[config.mk]
export PLATFORM = sky130hd
export DESIGN_NAME = bus_decoder_mmu
export DESIGN_NICKNAME = d
export VERILOG_FILES = /design/src/rtl/bus_decoder_pkg.sv /design/src/rtl/bus_wait_gen.sv /design/src/rtl/bus_decoder_mmu.sv
export SDC_FILE = /design/constraint.sdc
export NUM_CORES = 1
export LEC_CHECK = 0
export ABC_AREA = 0
export BUFFER_PORTS_ARGS = -buffer_cell sky130_fd_sc_hd__buf_2
export CAP_MARGIN = 20
export CORE_ASPECT_RATIO = 1.1
export CORE_MARGIN = 5
export CORE_UTILIZATION = 57
export DETAILED_ROUTE_END_ITERATION = 16
export GPL_TIMING_DRIVEN = 0
export PLACE_DENSITY = 0.86
export REMOVE_ABC_BUFFERS = 1
export SLEW_MARGIN = 20
export SYNTH_ARGS = -nofsm -noshare
export SYNTH_HDL_FRONTEND = slang
export SYNTH_SLANG_ARGS = --single-unit
[constraint.sdc]
create_clock -name clk_i -period 3.9 [get_ports clk_i]
set_input_delay 0.39 -clock clk_i [delete_from_list [all_inputs] [get_ports clk_i]]
set_output_delay 0.39 -clock clk_i [all_outputs]
set_load 0.1 [all_outputs]
[src/rtl/bus_decoder_pkg.sv]
// Shared constants and types for the bus decoder / MMU.
// Port map of the fixed peripherals and the 0x78-0x7F control block.
package bus_decoder_pkg;

  typedef logic [1:0] win_idx_t;

  localparam logic [7:0] UART_BASE = 8'h70;
  localparam logic [7:0] KBD_BASE  = 8'h74;
  localparam logic [7:0] TTY_BASE  = 8'h76;
  localparam logic [7:0] CTRL_BASE = 8'h78;

  localparam logic [2:0] REG_PAGE0  = 3'd0;
  localparam logic [2:0] REG_PAGE1  = 3'd1;
  localparam logic [2:0] REG_PAGE2  = 3'd2;
  localparam logic [2:0] REG_PAGE3  = 3'd3;
  localparam logic [2:0] REG_WAIT   = 3'd4;
  localparam logic [2:0] REG_WPROT  = 3'd5;
  localparam logic [2:0] REG_ROMDIS = 3'd6;
  localparam logic [2:0] REG_IOBANK = 3'd7;

  localparam logic       RST_ROM_DISABLE = 1'b0;
  localparam logic [7:0] RST_IO_BANK     = 8'h00;
  localparam logic [3:0] RST_WP_MASK     = 4'h0;

endpackage

[src/rtl/bus_wait_gen.sv]
// Z80 WAIT generator: holds wait_n low for N cycles from the first cycle of a
// request; control-port cycles bypass it entirely.
module bus_wait_gen #(
  parameter int WAIT_W = 3
) (
  input  logic              clk_i,
  input  logic              rst_n_i,
  input  logic              req,
  input  logic [WAIT_W-1:0] n,
  input  logic              bypass,
  output logic              wait_n
);

  logic              req_q;
  logic [WAIT_W-1:0] cnt_q;
  logic [WAIT_W-1:0] n_eff;
  logic              start;

  assign n_eff  = bypass ? '0 : n;
  assign start  = req & ~req_q;
  assign wait_n = ~((start & (n_eff != '0)) | (cnt_q != '0));

  always_ff @(posedge clk_i or negedge rst_n_i) begin
    if (!rst_n_i) begin
      req_q <= 1'b0;
      cnt_q <= '0;
    end else begin
      req_q <= req;
      // An aborted access drops any remaining wait cycles immediately.
      if (!req)
        cnt_q <= '0;
      else if (start && n_eff != '0)
        cnt_q <= n_eff - 1'b1;
      else if (cnt_q != '0)
        cnt_q <= cnt_q - 1'b1;
    end
  end

endmodule

[src/rtl/bus_decoder_mmu.sv]
// Z80 address/IO decoder with 16K-window paging, banked IO and wait states.
// Optional macro WRITE_PROTECT_EN enables the per-window write-protect at 0x7D.
module bus_decoder_mmu
  import bus_decoder_pkg::*;
#(
  parameter int          PAGE_W  = 6,
  parameter int          NUM_IO  = 8,
  parameter logic [15:0] ROM_TOP = 16'h2000,
  parameter int          WAIT_W  = 3
) (
  input  logic                 clk_i,
  input  logic                 rst_n_i,
  input  logic [15:0]          addr_i,
  input  logic [7:0]           data_i,
  input  logic                 wr_n,
  input  logic                 rd_n,
  input  logic                 mreq_n,
  input  logic                 ioreq_n,
  output logic [7:0]           data_o,
  output logic                 data_oe,
  output logic [PAGE_W+13:0]   phys_addr_o,
  output logic                 rom_cs,
  output logic                 ram_cs,
  output logic [NUM_IO-1:0]    io_cs,
  output logic                 uart_cs,
  output logic                 kbd_cs,
  output logic                 tty_cs,
  output logic                 ctrl_cs,
  output logic                 wait_n
);

  logic [PAGE_W-1:0] page_q [4];
  logic [WAIT_W-1:0] mem_wait_q, io_wait_q;
  logic              rom_disable_q;
  logic [7:0]        io_bank_q;

  logic [7:0] port;
  win_idx_t   win;
  logic       mem_act, io_act, is_fixed, is_ctrl, rom_sel, wp_hit, reg_we;
  logic [7:0] rd_val;

  assign port     = addr_i[7:0];
  assign win      = addr_i[15:14];
  assign mem_act  = ~mreq_n;
  assign io_act   = ~ioreq_n & mreq_n;
  assign is_fixed = (port[7:4] == UART_BASE[7:4]);
  assign is_ctrl  = (port[7:3] == CTRL_BASE[7:3]);

  assign phys_addr_o = {page_q[win], addr_i[13:0]};

  assign rom_sel = mem_act & (addr_i < ROM_TOP) & ~rom_disable_q;
  assign rom_cs  = rom_sel;
  assign ram_cs  = mem_act & ~rom_sel & ~wp_hit;

  assign uart_cs = io_act & (port[7:2] == UART_BASE[7:2]);
  assign kbd_cs  = io_act & (port[7:1] == KBD_BASE[7:1]);
  assign tty_cs  = io_act & (port[7:1] == TTY_BASE[7:1]);
  assign ctrl_cs = io_act & is_ctrl;

  // An out-of-range io_bank simply matches no bit.
  always_comb begin
    for (int i = 0; i < NUM_IO; i++)
      io_cs[i] = io_act & ~is_fixed & (io_bank_q == 8'(i));
  end

  assign reg_we = ~ioreq_n & ~wr_n & wait_n & is_ctrl;

`ifdef WRITE_PROTECT_EN
  logic [3:0] wp_mask_q;
  logic       wp_fault_q;

  assign wp_hit = mem_act & ~wr_n & ~rom_sel & wp_mask_q[win];

  always_ff @(posedge clk_i or negedge rst_n_i) begin
    if (!rst_n_i) begin
      wp_mask_q  <= RST_WP_MASK;
      wp_fault_q <= 1'b0;
    end else if (reg_we && port[2:0] == REG_WPROT) begin
      wp_mask_q  <= data_i[3:0];
      wp_fault_q <= 1'b0;
    end else if (wp_hit) begin
      wp_fault_q <= 1'b1;
    end
  end
`else
  assign wp_hit = 1'b0;
`endif

  always_ff @(posedge clk_i or negedge rst_n_i) begin
    if (!rst_n_i) begin
      for (int i = 0; i < 4; i++) page_q[i] <= PAGE_W'(i);
      mem_wait_q    <= '0;
      io_wait_q     <= '0;
      rom_disable_q <= RST_ROM_DISABLE;
      io_bank_q     <= RST_IO_BANK;
    end else if (reg_we) begin
      case (port[2:0])
        REG_PAGE0, REG_PAGE1, REG_PAGE2, REG_PAGE3:
          page_q[port[1:0]] <= PAGE_W'(data_i);
        REG_WAIT: begin
          mem_wait_q <= data_i[WAIT_W-1:0];
          io_wait_q  <= data_i[4 +: WAIT_W];
        end
        REG_ROMDIS: rom_disable_q <= data_i[0];
        REG_IOBANK: io_bank_q     <= data_i;
        default: ;
      endcase
    end
  end

  assign data_oe = ~ioreq_n & ~rd_n & is_ctrl;

  always_comb begin
    rd_val = '0;
    case (port[2:0])
      REG_PAGE0, REG_PAGE1, REG_PAGE2, REG_PAGE3:
        rd_val = 8'(page_q[port[1:0]]);
      REG_WAIT: begin
        rd_val[WAIT_W-1:0] = mem_wait_q;
        rd_val[4 +: WAIT_W] = io_wait_q;
      end
`ifdef WRITE_PROTECT_EN
      REG_WPROT: rd_val = {wp_fault_q, 3'b000, wp_mask_q};
`endif
      REG_ROMDIS: rd_val = {7'd0, rom_disable_q};
      REG_IOBANK: rd_val = io_bank_q;
      default: rd_val = '0;
    endcase
  end

  assign data_o = data_oe ? rd_val : 8'h00;

  bus_wait_gen #(.WAIT_W(WAIT_W)) u_wait (
    .clk_i   (clk_i),
    .rst_n_i (rst_n_i),
    .req     (~mreq_n | ~ioreq_n),
    .n       (mem_act ? mem_wait_q : io_wait_q),
    .bypass  (ctrl_cs),
    .wait_n  (wait_n)
  );

endmodule
# Word-level counts from Yosys, hierarchy flattened
# Cells that the tools add are included.
[totals]
elab_cells = 102
output_inout_bits = 44
ff_bits = 43
inputBits = 30
[classes]
addsub = 2
n_reduce_logical = 11
order_cmp = 4
eq_ne = 19
n_mux = 19
bitwise = 37
[op_table]
columns = ["operator", "n"]
rows = [
  ["$eq A8 B3 Y1 const B", 4],
  ["$mux W6", 5],
  ["$and A1 B1 Y1", 24],
  ["$bmux W6 S2", 2],
  ["$bwmux W24", 1],
  ["$eq A8 B2 Y1 const B", 2],
  ["$lt A16 B14 Y1 const B", 1],
  ["$mux W3", 5],
  ["$eq A7 B6 Y1 const B", 2],
  ["$demux W6 S2", 1],
  ["$pmux W3 S4", 1],
  ["$eq A3 B3 Y1 const B", 3],
  ["$not A1 Y1", 9],
  ["$pmux W3 S3", 1],
  ["$eq A8 B1 Y1 const B", 1],
  ["$logic_not A8 Y1", 1],
  ["$mux W8", 1],
  ["$reduce_and A2 Y1", 4],
  ["$eq A3 B2 Y1 const B", 2],
  ["$eq A6 B5 Y1 const B", 1],
  ["$ge A3 B3 Y1 const B", 2],
  ["$not A2 Y3", 2],
  ["$reduce_bool A3 Y1", 2],
  ["$sub A3 B1 Y3 const B", 2],
  ["other kinds (11)", 13],
]

# Depth between registers and ports, before layout
# Gate-level depths: netlist of run 1.
[logic_depth]
depth_word = 11
mapped_depth = 11
depth_no_buf = 9

# Modules after synthesis
# A second synthesis of run 1 with hierarchy kept.
[unflattened]
hier_cells = 234
area_unflattened_um2 = 2763.9
[by_module_without_submodules]
columns = ["mod", "seq_area_each_um2", "cells_per_inst", "n_inst", "area_each_um2"]
rows = [
  ["bus_decoder_mmu", 980.9, 205, 1, 2469.9],
  ["bus_wait_gen", 100.1, 29, 1, 294.0],
]

# Worst setup path after synthesis of run 1
# OpenSTA, ideal clock, no wires.
[synth_timing]
path_kind = "reg-to-output"
from = "register io_bank_q[6]"
to = "output io_cs[0]"
n_path_buf = 0
slack_ps = -630
path_stages_with_launch = 4
arrival_ps = 4140
required_ps = 3510
path_cell_list = "dfrtp_1 or4_1 or3_1 nor4_1"
[synth_via]
elab_chain_len = 2
[synth_lines]
columns = ["item", "line", "rtl"]
rows = [
  ["start: declaration", "bus_decoder_mmu.sv:35", "logic [7:0] io_bank_q;"],
  ["start signal: assignment", "bus_decoder_mmu.sv:105", "REG_IOBANK: io_bank_q <= data_i;"],
  ["$logic_not A8 Y1", "bus_decoder_mmu.sv:63", "io_cs[i] = io_act & ~is_fixed & (io_bank_q == 8'(i));"],
  ["$and A1 B1 Y1", "bus_decoder_mmu.sv:63", ""],
  ["end: declaration", "bus_decoder_mmu.sv:24", "output logic [NUM_IO-1:0] io_cs,"],
]
# Every way passes these cells.

# Worst setup path after layout of run 1
[layout_timing]
from = "input addr_i[7]"
to = "output data_o[2]"
[layout_via]
elab_chain_len = 3
[layout_lines]
columns = ["item", "line", "rtl"]
rows = [
  ["start: declaration", "bus_decoder_mmu.sv:13", "input logic [15:0] addr_i,"],
  ["$eq A5 B4 Y1", "bus_decoder_mmu.sv:47", "assign is_ctrl = (port[7:3] == CTRL_BASE[7:3]);"],
  ["$and A1 B1 Y1", "bus_decoder_mmu.sv:111", "assign data_oe = ~ioreq_n & ~rd_n & is_ctrl;"],
  ["$mux W8", "bus_decoder_mmu.sv:131", "assign data_o = data_oe ? rd_val : 8'h00;"],
  ["end: declaration", "bus_decoder_mmu.sv:19", "output logic [7:0] data_o,"],
]
# Every way passes these cells.

==> results.md, run 1 <==
* Run status: completed
* P&R area growth vs syn at 11.00%
* FF+latch count, synth at 43
* Hold buffers post-CTS at 0
* CP Cell Sequence: buf_2 -> nand4b_1 -> or4b_2 -> nor3_1 -> buf_2
* Design area at 0.003093 sq mm
* Sequential fraction of the synthesis area at 38.80%
* Fmax at 347.5 MHz
* Maxcap violations at 0
* Worst path bufs/invs at 2
* DRT Pass-1 Iters at 4
* HP Class: input port to asynchronous set/reset pin
* Die ar. at 0.006388 sq mm
* Mapped cell area at 0.002786 sq mm
* Total Routing Usage GR at 20.61%
* Final WL at 6336 um
* Wirelength per Cell at 19.56 um
* Slowest CP cell: or4b_2
* Ys Warns at 0
* Post-synth EDFFs at 0
* Number of top-level pins at 74
* Crit-path max cell delay at 0.87 ns
* DP Wirelength at 4514 um
* Final ANT Viol Nets at 0
* Reg2Reg Capture Point: u_wait.cnt_q[2]$_DFFE_PN0P_
* Core footprint at 0.004684 sq mm
* Final nets at 298
* Synth Flop Type: dfrtp_1
* Initial antenna violation count at 0
* WS Path Type: input port to output port
* I/O Buffers at 63
* Final Slew Violations at 0
* DR vias at 2,017
* Grt total ovfl at 0
* Share of layout cells above drive strength 1 at 54.10%
* Critical path's top delay family: simple AND/OR/NAND/NOR gates
* Slack of the worst reg-to-reg path at 1.47 ns
* Worst-path clk slew at 0.09 ns
* Setup crit end kind: output port
* Count of final setup violators at 0
* Post-CTS Setup Bufs at 0
* Die width at 76.67 um
* Avg Inst Size Synth at 12.61 sq um
* Leak at 1.470 nW
* Tmin final at 2.878 ns
* PD cells at 356.0 mW/mm^2
* Post-DP Area at 0.003002 sq mm
* GPL Wtd Cong at 0.8200
* Rows at 26
* Clk sinks at 43
* Yosys top cell area share at 35.02%
* # fillers at 353
* Worst-margin pin slew at 1.051 ns
* Reg2Reg Depth at 9
* CTS tree: yes
* Top cells by count, synth: mux2_2, dfrtp_1, nor2_1
* Most common cell in the netlist: mux2_2
* Post-Route Utilization at 66.03%
* CTS root buf: clkbuf_8
* Clock latency at the later pin of the worst-skew pair at 0.31 ns
* Synthesized instance count at 221
* RSZ-0062 raised after global routing: no
* VDD IR max at 0.3204 mV
* Final period utilization at 73.79%
* Htree depth at 2
* Async SR Flop Fraction at 100.0%
* Vias in the first global route at 2,122
* Rel. slew slack at 29.97%
* FF-to-FF Start: io_wait_q[1]$_DFFE_PN0P_
* Clock Skew at 0.01470 ns
* CP max FO at 9
* Largest net degree at the start of global routing at 44
* ANT cells at 0
* # DRC at 0
* Synth unique cells at 48
* CTS Buffer Depth at 2
* CTS buffer count at 5
* Final Hold Vio Count at 0
* DRT iter0 DRCs at 136
* First-pass GRT wire length at 10,650 um
* Initial Utilization at 59.48%
* CP Data Arrival Time at 2.49 ns
* Req. time, crit path at 3.51 ns
* Startpoint Class: input port
* Critical path's most frequent cell: buf_2
* PostCTS Resize Cnt at 0
* Synth top area cells: dfrtp_1, mux2_2, mux4_2, a2111oi_4, buf_4
* Post-synth top area cell: dfrtp_1
* Vias per cell at 6.225
* Die Ht at 83.33 um
## sequential cells by signal, indices dropped and copies added (netlist names)
signal,count
io_wait_q,3
rom_disable_q,1
page_q,24
u_wait.cnt_q,3
mem_wait_q,3
io_bank_q,8
u_wait.req_q,1
## placed cells by master, fill, tap and decap left out, types with 2 or more instances in the layout
cell,count
mux2_2,41
buf_2,63
mux2i_1,3
nor3_1,9
a221oi_1,4
dfstp_2,4
nand2b_1,2
and2b_2,2
nand3_1,5
nand3b_1,2
clkbuf_8,6
mux4_2,12
a21oi_1,3
dfrtp_1,39
and3_1,2
nor2_1,19
nand2_1,10
or4_1,2
a2111oi_4,7
nor4_1,4
inv_1,4
## cell type report
class                   instances  area, sq um  area share, %
inverters                       5        18.77         0.6068
multi-input cells             149         1516          49.03
well taps                      56        70.07          2.265
clock buffers                   7        86.33          2.791
clock inverters                 1        5.005         0.1618
flip-flops and latches         43         1081          34.95
repair buffers                 63        315.3          10.19
## where the power goes
part,internal (mW),switching [mW]
logic,0.0859,0.215
clock network,0.143,0.154
registers,0.470,0.0333
## worst max path at each step
stage / startpoint / endpoint / slack (ns) / cells after the start
after floorplan: io_bank_q[6]$_DFFE_PN0P_ / io_cs[0] / -0.63 / 3
after global placement: addr_i[7] / data_o[5] / 1.06 / 5
after detailed placement: mreq_n / u_wait.cnt_q[2]$_DFFE_PN0P_ / 1.00 / 10
after CTS: addr_i[7] / data_o[2] / 1.05 / 5
after global routing: addr_i[7] / data_o[5] / 0.93 / 5
final: addr_i[7] / data_o[2] / 1.02 / 5
## cells by family (layout without fill, tap and decap cells)
logic type / Yosys count / count (layout) / synth area share, %
flops: 43 / 43 / 38.80
buf+inv: 29 / 76 / 6.780
mux: 56 / 56 / 27.35
fa+ha+maj: 1 / 1 / 0.4490
compound gates: 23 / 23 / 12.08
simple gates: 69 / 69 / 14.55
## stage by stage
step                      setup TNS (ns)  power (mW)  std cells  hold WS, ns  setup WS [ns]
after CTS                              0       1.106        324       0.2619          1.051
after detailed placement               0      0.8137        316       0.5128          1.001
after floorplan                   -1.255      0.6966        197      0.09441        -0.6297
after global routing                   0       1.155        324       0.3069         0.9325
final                                  0       1.101        324       0.2231          1.022
after global placement                 0      0.8043        316       0.5038          1.061
## metal layers
layer  share of wire (%)  routed length, um  global-route usage [%]  up-vias
li1                    -                  -                       -      923
met1                  41               2609                   26.07     1002
met2                  50               3149                   34.05       84
met3                 7.8                493                   5.628        8
met4                 1.3                 83                   6.518        0
met5                   0                  0                       0        -
(Power assumes the default switching activity.)
==> run 2, diff against run 1 <==
Settings changed: ABC_AREA 0 to 1, CORE_UTILIZATION 57 to 53, PLACE_DENSITY 0.86 to 0.81.
Clock period 3.9 ns to 3 ns, I/O delays scaled along.
==> run 2 against run 1 <==
Non-clock buffer count did not move. Clock skew fell by 0.0054 ns. Core utilization fell by 4.6 points. Cell count rose by 44%. Clock-buffer cell count fell by 2. Critical path type unchanged. Worst setup slack got worse by 0.79 ns. Largest power group unchanged. Global-route usage rose by 1.4 points. Total power rose by 46%. Final area rose by 0.61%. Combinational power rose by 43%. Synthesized area rose by 0.36%. Synthesized cell count rose by 66%.
==> results.md, run 2 <==
* P&R area growth vs syn at 11.28%
* Die width at 79.26 um (+3.4%)
* HP Class: input port to asynchronous set/reset pin
* Die ar. at 0.006831 sq mm (+6.9%)
* DRT Pass-1 Iters at 5 (+1)
* Clock latency at the later pin of the worst-skew pair at 0.31 ns (about the same)
* Clock Skew at 0.009254 ns (-0.005444 ns)
* WS Path Type: input port to output port
* CTS tree: yes
* CTS buffer count at 5 (unchanged)
* GPL Wtd Cong at 0.8646 (+5.4%)
* Synth unique cells at 31 (-35%)
* Commonest non-fill, non-tap cell in the layout: nand2_1
* Ys Warns at 0 (unchanged)
* Maxcap violations at 0 (unchanged)
* Post-CTS Setup Bufs at 0 (unchanged)
* Leak at 1.670 nW (+14%)
* Startpoint Class: input port
* Mapped cell area at 0.002796 sq mm (+0.36%)
* Initial antenna violation count at 0 (unchanged)
* Post-synth EDFFs at 0 (unchanged)
* Avg Inst Size Synth at 7.620 sq um (-40%)
* Synth top area cells: dfrtp_1, nand2_1, nand4_1, nor2_1, inv_1
* Total power at 1.606 mW (+46%)
* Fmax at 361.1 MHz
* CTS root buf: clkbuf_8
* First-pass GRT wire length at 12,030 um (+13%)
* Grt total ovfl at 0 (unchanged)
* # DRC at 0 (unchanged)
* Largest net degree at the start of global routing at 44 (unchanged)
* Async SR Flop Fraction at 100.0% (unchanged)
* Rows at 27 (+3.8%)
* VDD IR max at 0.2904 mV (-9.4%)
* Die Ht at 86.19 um (+3.4%)
* Total Routing Usage GR at 22.02% (+1.4 points)
* Worst-margin pin slew at 0.9715 ns (-0.07896 ns)
* DRT iter0 DRCs at 249 (+83%)
* Count of final setup violators at 0 (unchanged)
* DP Wirelength at 5149 um (+14%)
* Top cells by count, synth: nand2_1, dfrtp_1, nor2_1
* Clk sinks at 43 (unchanged)
* Largest register FFs at 24 (unchanged)
* Post-synth top area cell: dfrtp_1
* PostCTS Resize Cnt at 0 (unchanged)
* Setup WS pre-CTS at 0.2689 ns (-0.7321 ns)
* Final TNS setup at 0 ns (unchanged)
* Share of layout cells above drive strength 1 at 24.75% (-29 points)
* ANT cells at 0 (unchanged)
* FF+latch count, synth at 43 (unchanged)
* Design area at 0.003112 sq mm (+0.61%)
* Final period utilization at 92.30%
* Sequential fraction of the synthesis area at 38.66% (-0.14 points)
* PD cells at 516.0 mW/mm^2 (+45%)
* CP max FO at 36 (+27)
* DR vias at 2,733 (+35%)
* Htree depth at 2 (unchanged)
* Setup crit end kind: output port
* Post-DP Area at 0.002973 sq mm (-0.96%)
* CTS Buffer Depth at 2 (unchanged)
* Most frequent cells in the layout: nand2_1, buf_2, dfrtp_1
* I/O Buffers at 63 (unchanged)
* Hold buffers post-CTS at 0 (unchanged)
* Final ANT Viol Nets at 0 (unchanged)
* Req. time, crit path at 2.70 ns (-0.81 ns)
* Rel. slew slack at 35.23% (+5.3 points)
* Vias in the first global route at 2,572 (+21%)
* Synthesized instance count at 367 (+66%)
* Initial Utilization at 55.19% (-4.3 points)
* Run status: completed
* Final nets at 438 (+47%)
* Number of top-level pins at 74 (unchanged)
* Tmin final at 2.769 ns
* Largest regs: page_q: 24 flops, io_bank_q: 8 flops
* Setup ws final at 0.2309 ns (-0.7912 ns)
* RSZ-0062 raised after global routing: no
* Final Slew Violations at 0 (unchanged)
* Vias per cell at 5.865 (-5.8%)
* Final WL at 7409 um (+17%)
* Core footprint at 0.005067 sq mm (+8.2%)
* Worst-path clk slew at 0.09 ns (about the same)
* Yosys top cell area share at 34.90% (-0.13 points)
* Final Hold Vio Count at 0 (unchanged)
* Final hold slack at 0.1454 ns (-0.07772 ns)
* Most common cell in the netlist: nand2_1
* CP Data Arrival Time at 2.47 ns (-0.02 ns)
* Wirelength per Cell at 15.90 um (-19%)
* Top reg by flops: page_q
* Synth Flop Type: dfrtp_1
[run 2: where the power goes]
part	internal (mW)	switching, mW	total [mW]
Clock	0.332	0.213	0.545
Combinational	0.0921	0.339	0.431
Sequential	0.611	0.0185	0.629
[run 2: cells by family after synthesis]
group,after synthesis,synth area share (%)
AND/OR/NAND/NOR,196,33.87
buffers and inverters,65,12.44
AO/OA/AOI/OAI,62,14.59
flip-flops,43,38.66
adder cells (fa/ha/maj),1,0.4474
[run 2: per-stage QoR]
step | util, % | instances
3_3_place_gp | 58.62 | 458
4_1_cts | 61.36 | 466
5_1_grt | 61.41 | 466
6_report | 61.41 | 466
3_5_place_dp | 58.67 | 458
2_1_floorplan | - | 337
[run 2: worst max-delay path: stages]
cell     delay, ns
buf_2         0.17
inv_2         0.29
nor2_1        0.80
inv_1         0.14
o22ai_1       0.15
a21oi_1       0.06
nor2_1        0.12
buf_2         0.44
[run 2: final timing paths]
| path | start | end | slack [ns] | cells after the start |
|---|---|---|---|---|
| max | addr_i[2] | data_o[2] | 0.23 | 8 |
| min | rst_n_i | page_q[3]$_DFFE_PN0P_ | 0.15 | 1 |
| max reg2reg | io_wait_q[1]$_DFFE_PN0P_ | page_q[9]$_DFFE_PN0P_ | 0.80 | 10 |
| min reg2reg | page_q[12]$_DFFE_PN1P_ | page_q[12]$_DFFE_PN1P_ | 0.48 | 2 |
| max in group asynchronous | rst_n_i | u_wait.req_q$_DFF_PN0_ | 2.25 | 1 |
| min in group clk_i | data_i[7] | io_bank_q[7]$_DFFE_PN0P_ | 0.22 | 3 |
[run 2: cell type report]
| type | count | area, sq um |
|---|---|---|
| Clock buffer | 5 | 68.82 |
| Clock inverter | 3 | 67.56 |
| Fill cell | 445 | 1956 |
| Inverter | 35 | 133.9 |
| Multi-Input combinational cell | 259 | 1373 |
| Sequential cell | 43 | 1081 |
| Tap cell | 58 | 72.57 |
| Timing Repair Buffer | 63 | 315.3 |
[run 2: routing by layer]
| layer | up-vias | share of wire [%] | global-route usage (%) |
|---|---|---|---|
| met2 | 145 | 48 | 35.22 |
| met4 | 0 | 2.7 | 8.906 |
| li1 | 1299 | - | - |
| met5 | - | 0 | 0 |
| met1 | 1270 | 42 | 29.18 |
| met3 | 19 | 7.7 | 4.574 |
==> run 3, diff against run 2 <==
Settings changed: ABC_AREA 1 to not set, SKIP_LAST_GASP set to 1.
==> run 3 against run 2 <==
Non-clock buffer count unchanged. Worst setup slack gained 0.077 ns. Total power decreased by 11%. Clock skew decreased by 0.0044 ns. Cell count fell by 30%. Die area fell by 0.31%. Clock-buffer cell count up 2. Critical endpoint is now data_o[5].
==> results.md, run 3 (synthesis gave the netlist of run 1 again) <==
* Post-CTS Setup Bufs at 0 (unchanged)
* Critical path's top delay family: simple AND/OR/NAND/NOR gates
* Clk sinks at 43 (unchanged)
* Die width at 79.14 um (-0.15%)
* Fmax at 371.5 MHz (+2.9%)
* Grt total ovfl at 0 (unchanged)
* Leak at 1.470 nW (-12%)
* Number of top-level pins at 74 (unchanged)
* Initial Utilization at 54.99% (-0.20 points)
* Clock Skew at 0.004845 ns (-0.004409 ns)
* Tmin final at 2.692 ns (-0.07715 ns)
* GPL Wtd Cong at 0.8582 (-0.74%)
* Commonest non-fill, non-tap cell in the layout: buf_2
* Htree depth at 2 (unchanged)
* WS Path Type: input port to output port
* Wirelength per Cell at 19.64 um (+24%)
* Initial antenna violation count at 0 (unchanged)
* Rel. slew slack at 27.04% (-8.2 points)
* RSZ-0062 raised after global routing: no
* Worst-margin pin slew at 1.094 ns (+0.1229 ns)
* VDD IR max at 0.3438 mV (+18%)
* Vias in the first global route at 2,105 (-18%)
* Post-DP Area at 0.003004 sq mm (+1.1%)
* ANT cells at 0 (unchanged)
* Vias per cell at 6.316 (+7.7%)
* Total Routing Usage GR at 19.77% (-2.2 points)
* CTS Buffer Depth at 2 (unchanged)
* Setup crit end kind: output port
* Die Ht at 86.05 um (-0.16%)
* Share of layout cells above drive strength 1 at 54.10% (+29 points)
* # DRC at 0 (unchanged)
* P&R area growth vs syn at 11.23% (about the same)
* CTS buffer count at 5 (unchanged)
* Clock latency at the later pin of the worst-skew pair at 0.30 ns (about the same)
* Worst path bufs/invs at 2 (-2)
* Most frequent cells in the layout: buf_2, mux2_2, dfrtp_1
* HP Class: input port to asynchronous set/reset pin
* DP Wirelength at 4623 um (-10%)
* CTS root buf: clkbuf_8
* Top reg by flops: page_q
* CTS tree: yes
* Placed Instances at 318 (-31%)
* Rows at 27 (unchanged)
* Hold buffers post-CTS at 0 (unchanged)
* Post-route insts no fill at 326 (-30%)
* Die ar. at 0.006809 sq mm (-0.31%)
* Slowest CP cell: or4b_2
* DR vias at 2,059 (-25%)
* Final nets at 298 (-32%)
* DRT iter0 DRCs at 132 (-47%)
* CP Data Arrival Time at 2.39 ns (-0.08 ns)
* Req. time, crit path at 2.70 ns (about the same)
* Worst-path clk slew at 0.08 ns (about the same)
* Largest net degree at the start of global routing at 44 (unchanged)
* Final ANT Viol Nets at 0 (unchanged)
* # fillers at 424 (-4.7%)
* Largest register FFs at 24 (unchanged)
* Startpoint Class: input port
* Count of final setup violators at 0 (unchanged)
* CP max FO at 9 (-75%)
* Final Slew Violations at 0 (unchanged)
* Core footprint at 0.005067 sq mm (unchanged)
* Design area at 0.003099 sq mm (-0.40%)
* First-pass GRT wire length at 10,500 um (-13%)
* Crit-path max cell delay at 0.89 ns (+0.09 ns)
* Final WL at 6402 um (-14%)
* Final Hold Vio Count at 0 (unchanged)
* Largest regs: page_q: 24 flops, io_bank_q: 8 flops
* Final period utilization at 89.73% (-2.6 points)
* I/O Buffers at 63 (unchanged)
* PostCTS Resize Cnt at 0 (unchanged)
* PD cells at 463.3 mW/mm^2 (-10%)
* Total power at 1.436 mW (-11%)
* DRT Pass-1 Iters at 4 (-1)
* Run status: completed
* CP Cell Sequence: buf_2 -> nand4b_1 -> or4b_2 -> nor3_1 -> buf_2
* Maxcap violations at 0 (unchanged)
* Critical path's most frequent cell: buf_2
-- run 3: cell count changes in the layout (fill, tap and decap cells not counted), moves of 15 or more --
cell     before  now
inv_1        33    4
mux2_2        0   41
nand2_1     102   10
nand4_1      25    1
nor2_1       36   19
o21ai_0      16    1
-- run 3: metrics by stage --
step	worst slack (ns)	hold WS, ns	TNS, ns	util, %
3_3_place_gp	0.2780	0.5054	0	59.28
4_1_cts	0.3140	0.1823	0	61.16
2_1_floorplan	-1.440	0.004409	-8.946	-
3_5_place_dp	0.1685	0.5026	0	59.28
6_report	0.3080	0.1451	0	61.16
5_1_grt	0.2146	0.2270	0	61.16
-- run 3: layout make-up --
class / count / area (sq um) / share of cell area (%)
tap: 58 / 72.57 / 2.342
timing repair buffer: 63 / 315.3 / 10.17
clock buffer: 7 / 86.33 / 2.786
clock inverter: 1 / 8.758 / 0.2826
sequential: 43 / 1081 / 34.88
multi-input combinational: 149 / 1516 / 48.93
inverter: 5 / 18.77 / 0.6056
-- run 3: final timing paths --
check	startpoint	to	slack, ns	cells past startpoint
setup / recovery	addr_i[7]	data_o[5]	0.31	5
hold / removal	rst_n_i	page_q[19]$_DFFE_PN0P_	0.15	1
setup reg to reg	io_wait_q[1]$_DFFE_PN0P_	u_wait.cnt_q[2]$_DFFE_PN0P_	0.55	9
hold reg to reg	page_q[22]$_DFFE_PN0P_	page_q[22]$_DFFE_PN0P_	0.54	1
max in group asynchronous	rst_n_i	u_wait.req_q$_DFF_PN0_	2.26	1
min in group clk_i	data_i[7]	io_bank_q[7]$_DFFE_PN0P_	0.23	2
-- run 3: power by group --
part	switching, mW	internal, mW
combinational	0.280	0.111
sequential	0.0423	0.611
clock	0.202	0.189
total	0.525	0.911
-- run 3: routing by layer --
metal	up-vias	part of all wire, %	GRT usage [%]
met5	-	0	0
met4	0	1.8	6.094
met3	11	7.7	3.887
met2	93	48	32.16
met1	1034	43	26.73
li1	921	-	-
